===== src/rtl/fetch_pkg.sv =====
// Shared types and constants for the instruction fetch unit.
package fetch_pkg;
  localparam int FETCH_DEPTH = 2;
  localparam int PC_STEP     = 4;
  localparam int FETCH_WIDTH = 32;

  typedef struct packed {
    logic [31:0]            pc;
    logic [FETCH_WIDTH-1:0] instr;
  } fetch_entry_t;
endpackage


===== src/rtl/fetch_queue.sv =====
// Two-entry ring-buffer FIFO of fetched {pc, instr} pairs with flush.
module fetch_queue
  import fetch_pkg::*;
(
  input  logic         clk,
  input  logic         rst_n,
  input  logic         push,
  input  logic         pop,
  input  logic         flush,
  input  fetch_entry_t push_entry,
  output fetch_entry_t head,
  output logic         full,
  output logic         empty
);
  fetch_entry_t mem [FETCH_DEPTH];
  logic         rd_ptr;
  logic         wr_ptr;
  logic [1:0]   count;

  always_ff @(posedge clk or negedge rst_n) begin
    if (!rst_n) begin
      rd_ptr <= 1'b0;
      wr_ptr <= 1'b0;
      count  <= 2'd0;
    end else if (flush) begin
      rd_ptr <= 1'b0;
      wr_ptr <= 1'b0;
      count  <= 2'd0;
    end else begin
      if (push) wr_ptr <= ~wr_ptr;
      if (pop)  rd_ptr <= ~rd_ptr;
      case ({push, pop})
        2'b10:   count <= count + 2'd1;
        2'b01:   count <= count - 2'd1;
        default: count <= count;
      endcase
    end
  end

  // Storage carries no reset; the top gates the head with empty.
  always_ff @(posedge clk) begin
    if (push && !flush) mem[wr_ptr] <= push_entry;
  end

  assign head  = mem[rd_ptr];
  assign full  = (count == 2'(FETCH_DEPTH));
  assign empty = (count == 2'd0);
endmodule


===== src/rtl/instr_fetch.sv =====
// Fetch stage: PC register, combinational-ROM addressing and a 2-deep decode queue.
module instr_fetch
  import fetch_pkg::*;
#(
  parameter int          WIDTH    = 32,
  parameter int          SIZE     = 10,
  parameter logic [31:0] RESET_PC = 32'h0000_0000
) (
  input  logic             clk,
  input  logic             rst_n,
  output logic [SIZE-1:0]  rom_addr,
  input  logic [WIDTH-1:0] rom_dout,
  input  logic             redirect_valid,
  input  logic [31:0]      redirect_pc,
  input  logic             halt,
  output logic             out_valid,
  input  logic             out_ready,
  output logic [31:0]      out_pc,
  output logic [WIDTH-1:0] out_instr
);
  logic [31:0]  fetch_pc;
  logic         push;
  logic         pop;
  logic         full;
  logic         empty;
  fetch_entry_t push_entry;
  fetch_entry_t head;
  logic         unused_redirect_lsbs;

  assign unused_redirect_lsbs = ^redirect_pc[1:0];

  assign pop  = out_valid && out_ready;
  assign push = !halt && !redirect_valid && (!full || pop);

  always_ff @(posedge clk or negedge rst_n) begin
    if (!rst_n) begin
      fetch_pc <= {RESET_PC[31:2], 2'b00};
    end else if (redirect_valid) begin
      fetch_pc <= {redirect_pc[31:2], 2'b00};
    end else if (push) begin
      fetch_pc <= fetch_pc + 32'(PC_STEP);
    end
  end

  // Upper PC bits are simply dropped, so out-of-range PCs alias low ROM words.
  assign rom_addr = fetch_pc[SIZE+1:2];

  always_comb begin
    push_entry       = '0;
    push_entry.pc    = fetch_pc;
    push_entry.instr = FETCH_WIDTH'(rom_dout);
  end

  fetch_queue u_queue (
    .clk        (clk),
    .rst_n      (rst_n),
    .push       (push),
    .pop        (pop),
    .flush      (redirect_valid),
    .push_entry (push_entry),
    .head       (head),
    .full       (full),
    .empty      (empty)
  );

  assign out_valid = !empty;
  assign out_pc    = empty ? 32'd0 : head.pc;
  assign out_instr = empty ? '0 : WIDTH'(head.instr);
endmodule


===== config.mk =====
export PLATFORM = sky130hd
export DESIGN_NAME = instr_fetch
export DESIGN_NICKNAME = d
export VERILOG_FILES = /design/src/rtl/fetch_pkg.sv /design/src/rtl/fetch_queue.sv /design/src/rtl/instr_fetch.sv
export SDC_FILE = /design/constraint.sdc
export NUM_CORES = 1
export LEC_CHECK = 0
export BUFFER_PORTS_ARGS = -buffer_cell sky130_fd_sc_hd__buf_2
export CAP_MARGIN = 20
export CELL_PAD_IN_SITES_DETAIL_PLACEMENT = 0
export CELL_PAD_IN_SITES_GLOBAL_PLACEMENT = 1
export CORE_AREA = 2 2 160 162
export CTS_CLUSTER_DIAMETER = 100
export DETAILED_ROUTE_END_ITERATION = 16
export DIE_AREA = 0 0 162 164
export PLACE_DENSITY = 0.58
export SETUP_SLACK_MARGIN = 0.4
export SLEW_MARGIN = 20
export SYNTH_ARGS = -nofsm -noshare
export SYNTH_HDL_FRONTEND = slang
export SYNTH_HIERARCHICAL = 1
export SYNTH_SLANG_ARGS = --single-unit
export TNS_END_PERCENT = 1

===== constraint.sdc =====
create_clock -name clk -period 6.4 [get_ports clk]
set_clock_uncertainty 0.1 [all_clocks]
set_input_delay 0.32 -clock clk [delete_from_list [all_inputs] [get_ports clk]]
set_output_delay 0.32 -clock clk [all_outputs]
set_load 0.005 [all_outputs]

Word level (Yosys, flattened, before mapping)
Memory sizes are Yosys's and may differ from the RTL's.
Cells that the tools add are included.

operators by class
  $add $sub $neg = 3
  $mul = 0
  div/mod/pow operators = 0
  $lt $le $gt $ge = 0
  eq/ne operators = 3
  shift operators = 0
  multiplexer cells = 12
  bitwise gates (word level) = 2
  reduce and logical (&&, ||, !) cells = 13

operators with widths
  cell                                                                    number
  32-bit 2-to-1 mux                                                       4
  32-bit by 3-bit adder with 32-bit output (second input constant)        1
  1-bit 2-to-1 mux                                                        6
  2-bit equality test (second input constant)                             2
  1-bit logical AND                                                       4
  1-bit zero test                                                         4
  2-bit one-hot mux with 2 select lines                                   1
  2-bit nonzero test                                                      2
  3-bit nonzero test                                                      1
  2-bit by 1-bit adder with 2-bit output (second input constant)          1
  2-bit by 1-bit equality test with 1-bit output (second input constant)  1
  2-bit zero test                                                         1
  2-bit 2-to-1 mux                                                        1
  1-bit inverter                                                          2
  2-bit by 1-bit subtractor with 2-bit output (second input constant)     1
  1-bit logical OR                                                        1

storage, ports and cells
  flip-flop bits (word level) = 36
  latch bits = 0
  RAM bits = 128
  bits in read-only memories = 0
  input port bits = 69
  logic and storage cells = 38
  memories kept = 1

memory list
  name         depth  bits a word  read ports  clocked after memory_dff  wr ports  line               source
  u_queue.mem  2      64           1           0                         1         fetch_queue.sv:15  fetch_entry_t mem [FETCH_DEPTH];

Longest topological paths before layout
Gate-level depths: netlist (run 1).

  depth after elaboration = 8
  depth in mapped cells = 8
  depth with buffers taken out = 7

By module
Netlist (run 1), hierarchy kept.

by module, submodules not included
  module       instances  cells an instance  area each (um^2)  sequential area each (um^2)
  fetch_queue  1          219                5036.1            3943.8
  instr_fetch  1          289                2307.2            750.7

Least setup slack after synthesis (run 1)
Ideal clock, no wire load.

  kind = register -> register
  from = reg u_queue.count[0]
  to = mem u_queue/mem[0][0] in the netlist's numbering, enable pin
  data arrival time = 5.960 ns
  required time = 5.721 ns
  setup slack = -0.239 ns
  stages on the path, launching flop included = 7
  buffers on the path = 1
  path through = dfrtp_1 nor2_1 nand2b_4 buf_6 a21oi_1 and2_1 nor3b_1

on the way
  cells in the longest elaborated chain, start to end = 8
  elaborated cells on any way between the ends = 10
  classes of those cells = 1 x eq/ne; 2 x mux; 7 x reduce/logical

RTL lines
  element                                 line               source
  start: declaration                      fetch_queue.sv:18  logic [1:0] count;
  start signal: assignment                fetch_queue.sv:33  2'b10: count <= count + 2'd1;
  start signal: assignment                fetch_queue.sv:34  2'b01: count <= count - 2'd1;
  start signal: assignment                fetch_queue.sv:35  default: count <= count;
  2-bit zero test                         fetch_queue.sv:47  assign empty = (count == 2'd0);
  net empty                               instr_fetch.sv:25  logic empty;
  1-bit zero test                         instr_fetch.sv:66  assign out_valid = !empty;
  1-bit logical AND                       instr_fetch.sv:32  assign pop = out_valid && out_ready;
  1-bit logical OR                        instr_fetch.sv:33  assign push = !halt && !redirect_valid && (!full || pop);
  1-bit logical AND                       instr_fetch.sv:33
  net push                                instr_fetch.sv:22  logic push;
  1-bit logical AND                       fetch_queue.sv:42  if (push && !flush) mem[wr_ptr] <= push_entry;
  1-bit 2-to-1 mux                        fetch_queue.sv:42
  1-bit 2-to-1 mux (not written as such)  fetch_queue.sv:42
  end: declaration                        fetch_queue.sv:15

The timed path passes the listed nets, and every way through them passes these cells.

==> results.md, run 1 <==
- Area Growth Syn to Fin: 26.73%
- Most instantiated library cell after synthesis: edfxtp_1
- Ports: 144
- EDFF count, synth: between 100 and 150
- Final HPWL DP: slightly above 10000 um
- Layout cell share with drive strength beyond 1: 36.39%
- Fmax: around 0.33 GHz
- Num Clock Sinks: 162
- Cells after Synth: 508
- Skew-Pair Late Insertion Delay: 0.42 ns
- Crit Path Class: reg -> out
- FFs w/ async S/R, synth: 20.99%
- Non-filler cells, final: 1017
- DR vias/cell: between 4 and 5
- Die Height: 164 um
- Final Cycle Share: a little under half
- DRC viols: 0
- Leakage: roughly 0.0035 uW
- RSZ-0062 raised after global routing: no
- Crit path buf inv count: 2
- NumNets Final: between 700 and 800
- Wirelength, routed: 16340 um
- Diode count: 0
- Global-route wire length before repair: 25300 um
- CP Data Arrival Time: around 2.6 ns
- CP Cell Sequence: buf_4 > mux2_2 > nor2b_1 > buf_2
- GR peak layer: met2
- Top cells by count, synth: edfxtp_1 (128), nor2b_1 (65), mux2_4 (50)
- Synth area leaders: edfxtp_1 (52%), dfrtp_1 (12%), mux2_4 (10%)
- Initial Utilization: 29.59%
- Largest net degree at the start of global routing: 66
- Port Buffer Count: 141
- Final min period: 2.986 ns
- Number of max-cap violations: 0
- Max Slew Vio Count: 0
- Critical Path Max Stage Delay: approximately 0.79 ns
- Placeable Area: about 0.025 mm2
- Final setup fails: 0
- Initial antenna violation count: 1
- Biggest area consumer among synthesized cells: edfxtp_1
- TNS Setup: 0 ns
- Die Area: 0.02657 mm2
- Avg WL per Cell: 16.07 um
- RePlAce Congestion: 0.7650
- GR Util met1: 16.09%
- Critical path's slowest cell: buf_4
- CTS root buf: clkbuf_16
- Critical Path RT: 5.98 ns
- Synth unique cells: 40
- Worst-Margin Slew: approximately 1.1 ns
- CTS tree: built
- Post-synth top area share: 52.34%
- Post-route ant nets: 0
- Seq cells post-synth: roughly 160
- Hold depth: 3
- Final hold vios: 0
- Number of gates resized after CTS: 0
- Filler instances: approximately 2400
- Grt met2 use: 20.27%
- Critical path capture point type: primary output
- Worst VDD drop: around 0.19 mV
- Vias: ~4600
- Setup crit start kind: flop
- DR iter-0 viols: 231
- WP depth: 4
- Status: finished, final reports clean
- Global route total overflow: 0
- Die Span X: 162 um
- Kind of cell adding the most delay to the critical path: buffers and inverters
- First drt pass iteration count: 4
- Mapped Area: 0.007343 mm2
- Hold Buf Count CTS: 36
- H-tree levels: 4
- Max FO, Critical Path: 52
- Placed cells: roughly 950
- Clk slew on worst S/H paths: 0.07 ns
- Worst-case clock buffer depth: 2
- Number of post-CTS setup repair buffers: 0
- Relative slew margins: 25.08%
- CTS Buf Count: 17
- Worst min-delay path class: in -> reg
- Sequential area share after synthesis: between 60% and 70%
- Avg Cell Area, Syn: 14.46 um2
- Post-synth top flop: edfxtp_1
- Overall global routing resource usage: 12.50%
- Ys Warns: 6
- Met3 usage: 3.535%
- Worst r2r path cells: 6
- Number of global-route vias before repair: between 4000 and 5000
- # rows: 58
- PwrDens: 340.2 mW/mm2
## per-layer routing
metal	up-vias	wire, um
met1	2221	7557
li1	2221	-
met3	15	836
met5	-	11
met4	2	223
met2	129	7712
## where the power goes
| part | internal [uW] | switching (uW) | total [uW] |
|---|---|---|---|
| combinational | 410 | 398 | 808 |
| sequential | 1210 | 68.0 | 1280 |
| clock | 660 | 421 | 1080 |
## state kept, by name, indices dropped and copies added, names as in the netlist
signal and count:
u_queue/mem 128, fetch_pc 30, u_queue/count 2, u_queue/rd_ptr 1, u_queue/wr_ptr 1
## worst paths after layout
kind | endpoint | start | slack [ns]
min in group asynchronous | fetch_pc[23]$_DFFE_PN0P_ | rst_n | 0.43
min reg2reg | u_queue/mem[1][52]$_DFFE_PP_ | fetch_pc[20]$_DFFE_PN0P_ | 0.42
max in group asynchronous | u_queue/rd_ptr$_DFFE_PN0P_ | rst_n | 5.14
max | out_pc[29] | u_queue/rd_ptr$_DFFE_PN0P_ | 3.41
min | fetch_pc[7]$_DFFE_PN0P_ | redirect_pc[7] | 0.02
max reg2reg | u_queue/mem[1][0]$_DFFE_PP_ | u_queue/count[0]$_DFFE_PN0P_ | 3.44
## stage by stage
step | cell area [um2] | hold WS, ns | power (uW) | setup WS [ns] | util, %
2_1_floorplan | 7360 | -0.07559 | 1813 | 2.054 | -
5_1_grt | 9306 | 0.01940 | 3333 | 3.267 | 37.50
3_5_place_dp | 8303 | 0.3618 | 2110 | 3.124 | 33.45
3_3_place_gp | 8303 | 0.3632 | 2099 | 3.178 | 33.45
6_report | 9306 | 0.01839 | 3166 | 3.414 | 37.50
4_1_cts | 9295 | 0.003077 | 3221 | 3.268 | 37.45
## cells by family (layout without fill, tap and decap cells)
| group | count (synthesis) | in the layout | share of synthesized area (%) |
|---|---|---|---|
| AO/OA/AOI/OAI | 58 | 58 | 5.265 |
| other | 1 | 4 | 0.05107 |
| XOR/XNOR | 11 | 11 | 1.312 |
| buffers and inverters | 47 | 223 | 3.766 |
| adder cells (fa/ha/maj) | 1 | 1 | 0.1704 |
| flip-flops | 162 | 162 | 63.93 |
| multiplexers | 65 | 65 | 12.51 |
| AND/OR/NAND/NOR | 163 | 163 | 13.00 |
## worst register-to-register path, cell delays in order (launching register included)
cell and delay, ns:
dfrtp_1 0.47, nor2_4 0.06, nand2b_4 0.18, a21oi_1 0.31, and2_1 0.32, and3b_4 0.49, buf_4 0.62
## placed cells by master (no fill, tap or decap), drive strengths merged, types with 12 or more instances in the layout
cell	instances
dlygate4sd3	36
o21ai	12
inv	12
dfrtp	34
o31ai	15
a31oi	18
clkbuf	18
edfxtp	128
nand3	12
or4	20
nand2	21
mux2	64
nor2b	65
nor2	22
buf	147
## cell type report
cell class              instances  area [um2]  area share [%]
multi-input cells             302        2406           25.85
clock buffers                  18       429.2           4.611
repair buffers                183        1127           12.11
well taps                     330       412.9           4.437
flip-flops and latches        162        4698           50.48
clock inverters                14       202.7           2.178
inverters                       8       30.03          0.3227
(Power assumes the default switching activity.)
==> run 2, diff against run 1 <==
--- a/config.mk
+++ b/config.mk
@@ -5,14 +5,15 @@
 export SDC_FILE = /design/constraint.sdc
 export NUM_CORES = 1
 export LEC_CHECK = 0
+export ABC_AREA = 1
 export BUFFER_PORTS_ARGS = -buffer_cell sky130_fd_sc_hd__buf_2
 export CAP_MARGIN = 20
 export CELL_PAD_IN_SITES_DETAIL_PLACEMENT = 0
 export CELL_PAD_IN_SITES_GLOBAL_PLACEMENT = 1
-export CORE_AREA = 2 2 160 162
+export CORE_AREA = 2 2 165 167
 export CTS_CLUSTER_DIAMETER = 100
 export DETAILED_ROUTE_END_ITERATION = 16
-export DIE_AREA = 0 0 162 164
+export DIE_AREA = 0 0 167 169
 export PLACE_DENSITY = 0.58
 export SETUP_SLACK_MARGIN = 0.4
 export SLEW_MARGIN = 20
==> constraint.sdc (replaced) <==
create_clock -name clk -period 2.8 [get_ports clk]
set_clock_uncertainty 0.1 [all_clocks]
set_input_delay 0.14 -clock clk [delete_from_list [all_inputs] [get_ports clk]]
set_output_delay 0.14 -clock clk [all_outputs]
set_load 0.005 [all_outputs]
==> run 2 against run 1 <==
Against the previous run: cell count grew 27%; flip-flop and latch count is the same; critical path type unchanged; total power grew 120%; largest power group unchanged; largest cell class unchanged.
==> results.md, run 2 <==
- Status: finished, final reports clean
- Overall global routing resource usage: 13.15%
- Post-place setup slack: 0.8840 ns
- Area Growth Syn to Fin: 29.71%
- Diode count: 0
- Global-route wire length before repair: 28820 um
- Top Registers: u_queue/mem (128), fetch_pc (30), u_queue/count (2)
- Mapped Area: 0.007787 mm2
- Clk slew on worst S/H paths: 0.06 ns
- Relative slew margins: 52.88%
- Most frequent cells in the layout: nand2_1 (146), buf_2 (141), edfxtp_1 (128), inv_1 (109), nor2_1 (101)
- CP Data Arrival Time: ~2.0 ns
- Max Slew Vio Count: 0
- Skew-Pair Late Insertion Delay: between 0.4 and 0.5 ns
- Worst-case clock buffer depth: 2
- Setup ws final: 0.5863 ns
- FFs w/ async S/R, synth: between 20% and 30%
- Biggest area consumer among synthesized cells: edfxtp_1
- Final setup fails: 0
- Synth unique cells: 31
- Final Cycle Share: about 80%
- Leakage: 0.004381 uW
- Die Span X: 167 um
- Number of max-cap violations: 0
- Placeable Area: 0.02650 mm2
- TNS Setup: 0 ns
- Initial Utilization: 29.39%
- PwrDens: 699.7 mW/mm2
- Largest net degree at the start of global routing: 66
- Max FO, Critical Path: 15
- Ys Warns: 6
- Critical path capture point type: primary output
- Largest register FFs: 128
- Final hold vios: 0
- Top reg by flops: u_queue/mem
- Seq cells post-synth: 162
- Ports: roughly 140
- Initial antenna violation count: 0
- Avg WL per Cell: approximately 14 um
- Most common cell after layout, fill and taps aside: nand2_1
- Cell Area, Placed: 0.008866 mm2
- First drt pass iteration count: 4
- DR vias/cell: 4.191
- CP Cell Sequence: buf_4 > mux2_2 > inv_1 > nor2_1 > buf_2
- Critical Path Max Stage Delay: between 0.5 and 0.6 ns
- Post-synth top flop: edfxtp_1
- CTS Buf Count: 17
- NumNets Final: 1006
- Worst min-delay path class: in -> reg
- Critical path's slowest cell: dfrtp_4
- Wirelength, routed: ~18000 um
- Fmax: about 0.45 GHz
- Most instantiated library cell after synthesis: nand2_1
- Cells after Synth: 729
- Final min period: 2.214 ns
- Worst-Margin Slew: 0.7068 ns
- Global route total overflow: 0
- FF-to-FF setup slack: between 0.8 and 0.9 ns
- Layout cell share with drive strength beyond 1: between 20 and 30%
- Hold Path Origin: out_ready
- Die Height: 169 um
- CTS root buf: clkbuf_16
- DR iter-0 viols: 250
- Post-synth top area share: 49.36%
- Number of post-CTS setup repair buffers: 0
- Num Clock Sinks: 162
- CTS tree: built
- RSZ-0062 raised after global routing: no
- Reg-to-Reg Start: u_queue/count[0]$_DFFE_PN0P_
- Top cells by count, synth: nand2_1 (147), edfxtp_1 (128), inv_1 (110)
- Sequential area share after synthesis: 60.28%
- CP startpoint: u_queue/rd_ptr$_DFFE_PN0P_
- Post-route ant nets: 0
- DRC viols: 0
- Port Buffer Count: 141
- # rows: 60
- Number of global-route vias before repair: 5442
- Avg Cell Area, Syn: ~11 um2
- H-tree levels: 4
- Final HPWL DP: 12190 um
- Die Area: approximately 0.028 mm2
- Fin area: 0.01010 mm2
- Worst VDD drop: slightly above 0.3 mV
- Critical Path RT: 2.56 ns
- Vias: ~5400
- Synth area leaders: edfxtp_1 (49%), dfrtp_1 (11%), mux2_4 (7.3%)
- EDFF count, synth: 128
- Setup crit start kind: flop
- RePlAce Congestion: 0.7973
- Crit Path Class: reg -> out
-- run 2: timing repair --
item | CTS | global route
hold buffers | 65 | 0
gates resized for setup | 0 | 0
hold endpoints to repair | 119 | 0
-- run 2: layout make-up --
class,count,area [um2]
timing repair buffer,217,1476
multi-input combinational,426,2495
clock buffer,18,429.2
inverter,112,420.4
fill,2648,16400
sequential,162,4698
tap,341,426.7
clock inverter,14,155.1
-- run 2: worst max-delay path, delay by kind of cell (launching register included) --
kind                   cells  cell delay (ns)
buffers and inverters      3             0.56
DFF                        1             0.58
muxes                      1             0.37
and+or+nand+nor            1             0.04
-- run 2: power by group --
part | internal, uW | switching (uW) | total, uW
Clock | 1330 | 964 | 2290
Sequential | 2810 | 212 | 3020
Combinational | 820 | 937 | 1760
Total | 4950 | 2110 | 7070
-- run 2: final timing paths --
| kind | depth (start not counted) | to |
|---|---|---|
| setup / recovery | 5 | out_instr[3] |
| hold / removal | 4 | u_queue/rd_ptr$_DFFE_PN0P_ |
| setup reg to reg | 9 | fetch_pc[6]$_DFFE_PN0P_ |
| hold reg to reg | 0 | u_queue/mem[1][63]$_DFFE_PP_ |
| max in group asynchronous | 3 | fetch_pc[27]$_DFFE_PN0P_ |
| min in group asynchronous | 2 | fetch_pc[28]$_DFFE_PN0P_ |
-- run 2: per-stage QoR --
step	total power [uW]	utilization, %	instances	hold WS, ns
after CTS	7194	38.12	1290	0.05063
final	7068	38.12	1290	0.06775
after global routing	7510	38.12	1290	0.06239
after detailed placement	4803	33.46	1193	0.1293
after global placement	4784	33.46	1193	0.1266
after floorplan	4127	-	732	-0.2556
-- run 2: logic make-up after synthesis --
family,share of synthesized area (%)
simple gates,17.32
flops,60.28
fa+ha+maj,0.1606
mux,11.09
buf+inv,8.274
compound gates,2.265
xor+xnor,0.5623
other cells,0.04815
-- run 2: metal layers --
layer | share of wire (%) | vias up | track usage, %
met5 | 0 | - | 0
met4 | 1.3 | 0 | 3.786
met3 | 4.3 | 16 | 2.806
met2 | 48 | 122 | 22.22
met1 | 47 | 2490 | 17.04
li1 | - | 2778 | -
==> run 3, diff against run 2 <==
--- a/config.mk
+++ b/config.mk
@@ -14,7 +14,7 @@
 export CTS_CLUSTER_DIAMETER = 100
 export DETAILED_ROUTE_END_ITERATION = 16
 export DIE_AREA = 0 0 167 169
-export PLACE_DENSITY = 0.58
+export PLACE_DENSITY = 0.6
 export SETUP_SLACK_MARGIN = 0.4
 export SLEW_MARGIN = 20
 export SYNTH_ARGS = -nofsm -noshare
==> constraint.sdc (replaced) <==
create_clock -name clk -period 1.85 [get_ports clk]
set_clock_uncertainty 0.1 [all_clocks]
set_input_delay 0.0925 -clock clk [delete_from_list [all_inputs] [get_ports clk]]
set_output_delay 0.0925 -clock clk [all_outputs]
set_load 0.005 [all_outputs]
==> run 3 against run 2 <==
Against the previous run: the run now ends with negative setup slack left; hold slack lost 0.058 ns; critical path depth is the same; cell count grew 1.2%; combinational power grew 82%; core utilization grew 3.2 points; design area grew 8.5%; sequential power grew 52%; routed wire length grew 1.6%; setup slack lost 0.63 ns; via count grew 2.8%; count of clock-buffer cells in the layout is the same; largest power group unchanged.
==> results.md, run 3 (synthesized netlist as in run 2, its figures left out) <==
- Status: finished with violations
- Failing checks: negative setup slack
- Most frequent cells in the layout: buf_2 (141), edfxtp_1 (128), nand2_1 (114), nor2_1 (88), inv_1 (65)
- Final setup fails: ~50
- Diode count: 0
- Max FO, Critical Path: 21
- Final Cycle Share: 102.3%
- Vias: 5560
- Setup ws final: -0.04345 ns
- TNS Setup: -0.6795 ns
- Non-filler cells, final: 1306
- Worst min-delay path class: in -> reg
- Final hold vios: 0
- Crit Path Class: reg -> out
- Max Slew Vio Count: 0
- DRC viols: 0
- Largest net degree at the start of global routing: 66
- Most common cell after layout, fill and taps aside: buf_2
- Area Growth Syn to Fin: 40.75%
- Critical path capture point type: primary output
- First drt pass iteration count: 5
- Port Buffer Count: 141
- CTS tree: built
- Fmax: between 0.5 and 0.6 GHz
- Final min period: 1.893 ns
- Num Clock Sinks: 162
- Ports: 144
- Global route total overflow: 0
- NumNets Final: 1022
- Critical path's slowest cell: dfrtp_4
- Cell Area, Placed: 0.009099 mm2
- Worst-Margin Slew: 0.5955 ns
- Total Power: 11120 uW
- Placed cells: 1209
- Relative slew margins: 60.30%
- Filler instances: roughly 2600
- RePlAce Congestion: 0.7637
- CP Data Arrival Time: 1.70 ns
- Die Height: 169 um
- DR iter-0 viols: roughly 190
- Fin area: 0.01096 mm2
- Largest register FFs: ~130
- Critical Path RT: between 1.5 and 2 ns
- Die Area: 0.02822 mm2
- Initial antenna violation count: 0
- Worst VDD drop: around 0.6 mV
- DR vias/cell: between 4 and 5
- Number of max-cap violations: 0
- H-tree levels: 4
- CTS Buf Count: 17
- Leakage: between 0.004 and 0.005 uW
- Worst-case clock buffer depth: 2
- Final HPWL DP: 12700 um
- Skew-Pair Late Insertion Delay: 0.42 ns
- # rows: 60
- CTS root buf: clkbuf_16
- Worst hold slack: ~0.010 ns
- Placeable Area: 0.02650 mm2
- Global-route wire length before repair: 29090 um
- CP Cell Sequence: buf_12 > mux2_2 > inv_1 > nor2_1 > buf_2
- Overall global routing resource usage: 13.28%
- RSZ-0062 raised after global routing: yes
- Critical Path Max Stage Delay: 0.48 ns
- Post-route ant nets: 0
- Top reg by flops: u_queue/mem
- Number of global-route vias before repair: ~5500
- Die Span X: 167 um
- Setup crit start kind: flop
- PwrDens: 1015 mW/mm2
- Avg WL per Cell: 14.02 um
- Clk slew on worst S/H paths: roughly 0.060 ns
- Top Registers: u_queue/mem (128), fetch_pc (30), u_queue/count (2)
- Wirelength, routed: 18310 um
- Initial Utilization: 29.39%
- Layout cell share with drive strength beyond 1: 44.97%
-- run 3: cell types whose count changed in the layout (fill, tap and decap cells not counted), sizes merged --
cell,change
clkinvlp,-1
bufinv,-1
buf,+17
dlygate4sd3,-1
clkinv,+2
-- run 3: per-layer routing --
metal / vias to the layer above / GRT usage [%] / routed length, um
li1: 2810 / - / -
met1: 2627 / 17.74 / 8732
met2: 112 / 22.06 / 8796
met3: 11 / 2.876 / 639
met4: 0 / 3.261 / 141
met5: - / 0 / 0
-- run 3: cell type report --
type / instances / area [um2] / area share [%]
repair buffers: 233 / 1743 / 15.90
clock inverters: 14 / 128.9 / 1.176
flip-flops and latches: 162 / 4721 / 43.07
clock buffers: 18 / 429.2 / 3.916
multi-input cells: 426 / 3048 / 27.81
inverters: 112 / 464.2 / 4.235
well taps: 341 / 426.7 / 3.893
-- run 3: critical path: cells and delay by family (launching register included) --
family / cells / cell delay (ns)
flip-flops: 1 / 0.48
multiplexers: 1 / 0.35
AND/OR/NAND/NOR: 1 / 0.03
buffers and inverters: 3 / 0.41
-- run 3: power breakdown --
part | switching (uW) | total (uW) | internal (uW) | leakage [uW]
Sequential | 318 | 4590 | 4270 | 0.00155
Combinational | 1680 | 3200 | 1520 | 0.00290
Clock | 1460 | 3330 | 1870 | 0.000268
-- run 3: path summary, 6_finish.rpt --
path                       depth (start not counted)                    startpoint                           end  slack [ns]
hold / removal                                     4                redirect_valid       fetch_pc[4]$_DFFE_PN0P_        0.01
hold reg to reg                                    0      fetch_pc[31]$_DFFE_PN0P_  u_queue/mem[0][63]$_DFFE_PP_        0.45
setup / recovery                                   5    u_queue/rd_ptr$_DFFE_PN0P_                    out_pc[30]       -0.04
max in group asynchronous                          3                         rst_n      fetch_pc[15]$_DFFE_PN0P_        1.06
min in group asynchronous                          2                         rst_n      fetch_pc[24]$_DFFE_PN0P_        0.10
setup reg to reg                                   9  u_queue/count[0]$_DFFE_PN0P_  u_queue/mem[0][18]$_DFFE_PP_        0.09
-- run 3: stage by stage --
| step | worst slack, ns | utilization (%) |
|---|---|---|
| floorplan | -0.7154 | - |
| global placement | 0.004535 | 34.33 |
| detailed placement | -0.01667 | 34.33 |
| CTS | -0.07805 | 40.63 |
| global route | -0.1322 | 41.36 |
| finish | -0.04345 | 41.36 |
-- run 3: what timing repair did --
action,in CTS,in global routing
hold endpoints to repair,128,0
setup endpoints to repair,226,226
hold buffers,64,0
setup buffers,1,0
gates cloned,0,0
resized for setup,178,44
pin swaps,65,57
